===== config.mk =====
export PLATFORM = sky130hd
export DESIGN_NAME = adc_sample_ctrl_flat
export DESIGN_NICKNAME = d
export VERILOG_FILES = /design/src/rtl/adc_sample_ctrl_if.sv /design/src/rtl/adc_sample_ctrl.sv /design/src/flat_wrapper.sv
export SDC_FILE = /design/constraint.sdc
export NUM_CORES = 1
export LEC_CHECK = 0
export BUFFER_PORTS_ARGS = -buffer_cell sky130_fd_sc_hd__clkbuf_2
export CAP_MARGIN = 20
export CORE_MARGIN = 10
export CORE_UTILIZATION = 50
export CTS_BUF_LIST = sky130_fd_sc_hd__clkbuf_8
export DETAILED_ROUTE_END_ITERATION = 10
export PLACE_DENSITY = 0.74
export SETUP_SLACK_MARGIN = 0.2
export SLEW_MARGIN = 20
export SYNTH_ARGS = -nofsm -noshare
export SYNTH_HDL_FRONTEND = slang
export SYNTH_SLANG_ARGS = --single-unit

===== constraint.sdc =====
create_clock -name clk -period 6.09 [get_ports clk]
set_input_delay 0.9135 -clock clk [delete_from_list [all_inputs] [get_ports clk]]
set_output_delay 0.9135 -clock clk [all_outputs]
set_load 0.005 [all_outputs]

===== src/rtl/adc_sample_ctrl_if.sv =====
// Sample stream between the ADC sequencer and its consumer.
// s_data carries a signed (two's complement) 12-bit sample.
interface adc_sample_ctrl_if;
  logic        s_valid;
  logic [11:0] s_data;
  logic        s_ready;

  modport master (
    output s_valid,
    output s_data,
    input  s_ready
  );

  modport slave (
    input  s_valid,
    input  s_data,
    output s_ready
  );
endinterface


===== src/rtl/adc_sample_ctrl.sv =====
// ADC acquisition sequencer: generates the ADC conversion clock, throws away
// the warm-up samples, converts offset-binary to signed and buffers the
// result in a small FIFO towards the stream interface.
//
// state     | meaning
// ----------+-----------------------------------------------------------
// IDLE   0  | waiting for en; ad_clk parked low, divider held at zero
// WARMUP 1  | ad_clk running, the first WARMUP strobes are discarded
// RUN    2  | every strobe pushes a converted sample into the FIFO
// DRAIN  3  | ad_clk stopped, no pushes, leave once the FIFO has emptied
module adc_sample_ctrl #(
  parameter int DIV    = 4,
  parameter int WARMUP = 8,
  parameter int DEPTH  = 4
) (
  input  logic              clk,
  input  logic              rst_n,
  input  logic              en,
  input  logic [11:0]       ad_in,
  output logic              ad_clk,
  output logic              busy,
  output logic [7:0]        ovf_cnt,
  output logic [1:0]        state,
  adc_sample_ctrl_if.master s_if
);

  localparam int DW = (DIV > 2) ? $clog2(DIV) : 1;
  localparam int WW = $clog2(WARMUP + 1);
  localparam int AW = $clog2(DEPTH);
  localparam int CW = $clog2(DEPTH + 1);

  localparam logic [DW-1:0] DCNT_LAST = DW'(DIV - 1);
  localparam logic [DW-1:0] DCNT_HALF = DW'(DIV / 2);
  localparam logic [WW-1:0] WCNT_LAST = WW'(WARMUP - 1);
  localparam logic [CW-1:0] FIFO_FULL = CW'(DEPTH);

  typedef enum logic [1:0] {
    ST_IDLE   = 2'd0,
    ST_WARMUP = 2'd1,
    ST_RUN    = 2'd2,
    ST_DRAIN  = 2'd3
  } state_e;

  state_e            state_q, state_d;
  logic [DW-1:0]     dcnt_q, dcnt_d;
  logic [WW-1:0]     wcnt_q, wcnt_d;
  logic              ad_clk_q, ad_clk_d;
  logic              busy_q, busy_d;
  logic [7:0]        ovf_q, ovf_d;
  logic [11:0]       mem_q [DEPTH];
  logic [11:0]       mem_d [DEPTH];
  logic [AW-1:0]     wr_q, wr_d;
  logic [AW-1:0]     rd_q, rd_d;
  logic [CW-1:0]     cnt_q, cnt_d;

  logic              active_q;
  logic              active_d;
  logic              strobe;
  logic              pop;
  logic              full;
  logic              push;
  logic              wr_en;
  logic [11:0]       sample;

  // The divider only runs while the ADC is being clocked.
  assign active_q = (state_q == ST_WARMUP) || (state_q == ST_RUN);
  assign strobe   = active_q && (dcnt_q == DCNT_LAST);
  assign full     = (cnt_q == FIFO_FULL);
  assign pop      = (cnt_q != '0) && s_if.s_ready;
  // Offset binary to two's complement: flip the MSB.
  assign sample   = {~ad_in[11], ad_in[10:0]};

  // Next-state logic for the sequencer, divider, overflow counter and FIFO.
  always_comb begin
    state_d  = state_q;
    wcnt_d   = wcnt_q;
    ovf_d    = ovf_q;
    mem_d    = mem_q;
    wr_d     = wr_q;
    rd_d     = rd_q;
    cnt_d    = cnt_q;
    dcnt_d   = '0;
    ad_clk_d = 1'b0;
    busy_d   = 1'b0;
    active_d = 1'b0;
    push     = 1'b0;
    wr_en    = 1'b0;

    unique case (state_q)
      ST_IDLE: begin
        if (en) begin
          state_d = ST_WARMUP;
          wcnt_d  = '0;
          ovf_d   = '0;
        end
      end
      ST_WARMUP: begin
        if (!en) begin
          state_d = ST_IDLE;
        end else if (strobe) begin
          // The strobe that completes warm-up is still thrown away.
          wcnt_d = wcnt_q + WW'(1);
          if (wcnt_q == WCNT_LAST) begin
            state_d = ST_RUN;
          end
        end
      end
      ST_RUN: begin
        push = strobe;
        if (!en) begin
          state_d = ST_DRAIN;
        end
      end
      ST_DRAIN: begin
        if (cnt_q == '0) begin
          state_d = ST_IDLE;
        end
      end
      default: state_d = ST_IDLE;
    endcase

    // Divider restarts from zero whenever the ADC clock is (re)started.
    active_d = (state_d == ST_WARMUP) || (state_d == ST_RUN);
    if (active_q && active_d) begin
      dcnt_d = strobe ? '0 : dcnt_q + DW'(1);
    end
    ad_clk_d = active_d && (dcnt_d < DCNT_HALF);
    busy_d   = (state_d != ST_IDLE);

    // A simultaneous pop frees the slot, so a full FIFO can still accept.
    wr_en = push && (!full || pop);
    if (push && full && !pop && (ovf_q != 8'hFF)) begin
      ovf_d = ovf_q + 8'd1;
    end

    if (wr_en) begin
      mem_d[wr_q] = sample;
      wr_d        = wr_q + AW'(1);
    end
    if (pop) begin
      rd_d = rd_q + AW'(1);
    end

    unique case ({wr_en, pop})
      2'b10:   cnt_d = cnt_q + CW'(1);
      2'b01:   cnt_d = cnt_q - CW'(1);
      default: cnt_d = cnt_q;
    endcase
  end

  // All state registers; reset discards any buffered samples.
  always_ff @(posedge clk or negedge rst_n) begin
    if (!rst_n) begin
      state_q  <= ST_IDLE;
      dcnt_q   <= '0;
      wcnt_q   <= '0;
      ad_clk_q <= 1'b0;
      busy_q   <= 1'b0;
      ovf_q    <= '0;
      mem_q    <= '{default: '0};
      wr_q     <= '0;
      rd_q     <= '0;
      cnt_q    <= '0;
    end else begin
      state_q  <= state_d;
      dcnt_q   <= dcnt_d;
      wcnt_q   <= wcnt_d;
      ad_clk_q <= ad_clk_d;
      busy_q   <= busy_d;
      ovf_q    <= ovf_d;
      mem_q    <= mem_d;
      wr_q     <= wr_d;
      rd_q     <= rd_d;
      cnt_q    <= cnt_d;
    end
  end

  assign ad_clk      = ad_clk_q;
  assign busy        = busy_q;
  assign ovf_cnt     = ovf_q;
  assign state       = state_q;
  assign s_if.s_valid = (cnt_q != '0);
  // Head entry is masked while empty so the port reads zero after reset.
  assign s_if.s_data  = (cnt_q != '0) ? mem_q[rd_q] : 12'h000;

endmodule


===== src/flat_wrapper.sv =====
// flat-port wrapper written by rule: the top's interface ports become plain ports
module adc_sample_ctrl_flat 
#(
  parameter int DIV    = 4,
  parameter int WARMUP = 8,
  parameter int DEPTH  = 4
)
  (clk, rst_n, en, ad_in, ad_clk, busy, ovf_cnt, state, s_if_s_valid, s_if_s_data, s_if_s_ready);
  adc_sample_ctrl_if s_if_i ();
  input  logic clk;
  input  logic rst_n;
  input  logic en;
  input  logic [11:0] ad_in;
  output logic ad_clk;
  output logic busy;
  output logic [7:0] ovf_cnt;
  output logic [1:0] state;
  output wire logic [$bits(s_if_i.s_valid)-1:0] s_if_s_valid;
  output wire logic [$bits(s_if_i.s_data)-1:0] s_if_s_data;
  input wire logic [$bits(s_if_i.s_ready)-1:0] s_if_s_ready;
  assign s_if_s_valid = s_if_i.s_valid;
  assign s_if_s_data = s_if_i.s_data;
  assign s_if_i.s_ready = s_if_s_ready;
  adc_sample_ctrl #(.DIV(DIV), .WARMUP(WARMUP), .DEPTH(DEPTH)) u_core (.clk(clk), .rst_n(rst_n), .en(en), .ad_in(ad_in), .ad_clk(ad_clk), .busy(busy), .ovf_cnt(ovf_cnt), .state(state), .s_if(s_if_i));
endmodule

==> impl_metrics.csv <==
group,metric,value,unit
clock_network,numCtsBuffers,9,
cells_and_area,diodes,0,
critical_path,end_kind,"output pin",
outcome,status,"completed",
clock_network,cts_num_sinks,73,
floorplanning,start_util,0.5219,
floorplanning,die-area,11010,um2
cells_and_area,nets,361,
job,maxCapViolations,0,
clock_network,cts_max_path_buffers,2,
detailed_routing,drtPass1Iterations,4,
floorplanning,io_pins,41,
sta,worst_pin_slew,0.9015,ns
synthesis,synth_edf_count,0,
place,dpl_cell_area,3869,um2
detailed_routing,ant_nets,0,
clock_network,insertion_delay,0.34,ns
sta,finalCritPeriodShare,0.5028,
sta,setup_viol,0,
synthesis,yosys_warnings,0,
critical_path,startpoint_type,"flop",
sta,fmax,326.6,MHz
synthesis,synth_top_cell_area_share,0.5068,
place,finalWeightedCongestion,0.8573,
detailed_routing,viasPerCell,5.354,
sta,holdWs,0.4450,ns
cells_and_area,design_area,4089,um2
global_routing,track_usage,0.1310,
synthesis,yosysSeqAreaShare,0.5068,
critical_path,reg2reg_slack,3.51,ns
power,cellPowerDensity,300.5,nW/um2
clock_network,path_clk_slew,0.08,ns
critical_path,arrival,2.15,ns
synthesis,synth_largest_area_cell,"dfrtp_1",
sta,finalSetupTns,0,ns
sta,clock_skew,0.005609,ns
detailed_routing,wl_per_cell,15.85,um
sta,rsz0062_at_grt,"no",
place,hpwlAfterDp,4.622,mm
synthesis,async_flop_share,1.000,
cells_and_area,area_growth_syn_to_layout,13.43,%
synthesis,netlist_instances,291,
worst_hold_path,hold_class,"reg2reg",
power,p_leak,2.037,nW
floorplanning,core_area,6907,um2
critical_path,cp.required,5.18,ns
detailed_routing,drtIter0Drc,116,
detailed_routing,vias,2313,
sta,drv_slew,0,
synthesis,ys_top_cells_by_area,"dfrtp_1 51%, mux2_2 14%, mux4_2 7.5%, ha_1 4.5%, and2_1 3.0%",
place,io_buffer_count,40,
synthesis,synth-seq-cells,73,
floorplanning,die_h,104.9,um
clock_network,cts_resized,0,
global_routing,grt_pass1_vias,2328,
clock_network,clockRootBuffer,"clkbuf_8",
synthesis,synth_fp_nets,321,
global_routing,antenna_found_initial,0,
detailed_routing,drcViolationCount,0,
clock_network,post-cts-setup-buffers,0,
floorplanning,fp.dieW,104.9,um
critical_path,path_class,"reg2out",
sta,post-route-min-period,3.062,ns
global_routing,grt_max_degree,74,
synthesis,yosysUniqueCellTypes,39,
cells_and_area,final_cell_mix,"73 x dfrtp_1, 45 x mux2_2, 39 x clkbuf_2, 28 x nand2_1, 17 x and2_1",
detailed_routing,drt_wl_total,6.849,mm
cells_and_area,drive_above_1_share,0.3423,
floorplanning,rows,30,
clock_network,cts_tree,"built",
critical_path,cp_max_fo,14,
clock_network,htree_levels,3,
cells_and_area,final_common_cell,"dfrtp_1",
clock_network,cts_hold_buf,0,
synthesis,synthFlopType,"dfrtp_1",
global_routing,grt_pass1_wl,11.71,mm
global_routing,overflow,0,
synthesis,netlist_area,3605,um2
sta,finalHoldViolations,0,
sta,relSlewSlack,0.3990,
synthesis,syn_area_per_cell,12.39,um2
power,vdd_drop_max,0.1515,mV
==> power breakdown <==
group | switching, mW | internal [mW]
clock | 0.180 | 0.240
sequential | 0.0719 | 0.520
combinational | 0.110 | 0.107
total | 0.362 | 0.867
==> critical path, stage by stage, from the launching register on <==
cell and delay (ns):
dfrtp_1 0.91, mux4_2 0.58, and2_1 0.20, clkbuf_2 0.12
==> flip-flops by register name, summed over array words and instances (netlist names) <==
| register | count |
|---|---|
| u_core.state | 2 |
| u_core.wcnt_q | 4 |
| u_core.ovf_cnt | 8 |
| u_core.ad_clk | 1 |
| u_core.mem_q | 48 |
| u_core.cnt_q | 3 |
| u_core.dcnt_q | 2 |
| u_core.busy | 1 |
| u_core.rd_q | 2 |
| u_core.wr_q | 2 |
==> per-layer routing <==
metal | part of all wire | vias to the layer above | global-route usage | wire [um]
li1 | - | 1115 | - | -
met5 | 0 | - | 0 | 0
met1 | 0.47 | 1164 | 0.1621 | 3195
met3 | 0.045 | 6 | 0.04423 | 309
met4 | 0.010 | 0 | 0.05000 | 71
met2 | 0.48 | 28 | 0.2073 | 3272
==> cells in the mapped netlist (all sizes together) (3+ instances only) <==
cell type  instances
dfrtp             73
xor2               3
nand3             13
nor2               4
nor3               3
ha                13
o21ai             13
buf                8
or3                5
mux4              12
clkbuf             4
xnor2              4
mux2              45
o221ai             3
a21oi              3
nand2             28
inv               14
a22o               4
and3               4
and2              17
==> area by class of cell <==
class	count	area (um2)
Clock buffer	10	137.6
Clock inverter	6	82.58
Fill cell	595	2818
Inverter	14	52.55
Multi-Input combinational cell	192	1662
Sequential cell	73	1827
Tap cell	96	120.1
Timing Repair Buffer	41	207.7
==> cell families (layout without fill, tap and decap cells) <==
group           Yosys count  count (layout)  synth area share
compound gates           31              31           0.05589
xor+xnor                  7               7           0.01701
fa+ha+maj                14              14           0.05068
buf+inv                  26              71           0.03228
flops                    73              73            0.5068
mux                      58              58            0.2183
simple gates             82              82            0.1191
==> worst paths after layout <==
path,startpoint,to,depth (start not counted)
max,u_core.rd_q[0],s_if_s_data[11],3
min,u_core.dcnt_q[0],u_core.dcnt_q[0],1
max reg2reg,u_core.state[1],u_core.cnt_q[2],11
min reg2reg,u_core.dcnt_q[0],u_core.dcnt_q[0],1
max in group asynchronous,rst_n,u_core.mem_q[3],2
min in group asynchronous,rst_n,u_core.ovf_cnt[3],2
==> stage by stage <==
stage	total power, mW	std cells	util	worst slack, ns
2_1_floorplan	0.7467	291	-	3.398
3_3_place_gp	0.8163	416	0.5601	3.251
3_5_place_dp	0.8209	416	0.5601	3.180
4_1_cts	1.243	432	0.5920	2.989
5_1_grt	1.305	432	0.5920	2.859
6_report	1.229	432	0.5920	3.028
No activity file was read; power rests on OpenSTA's default activity.
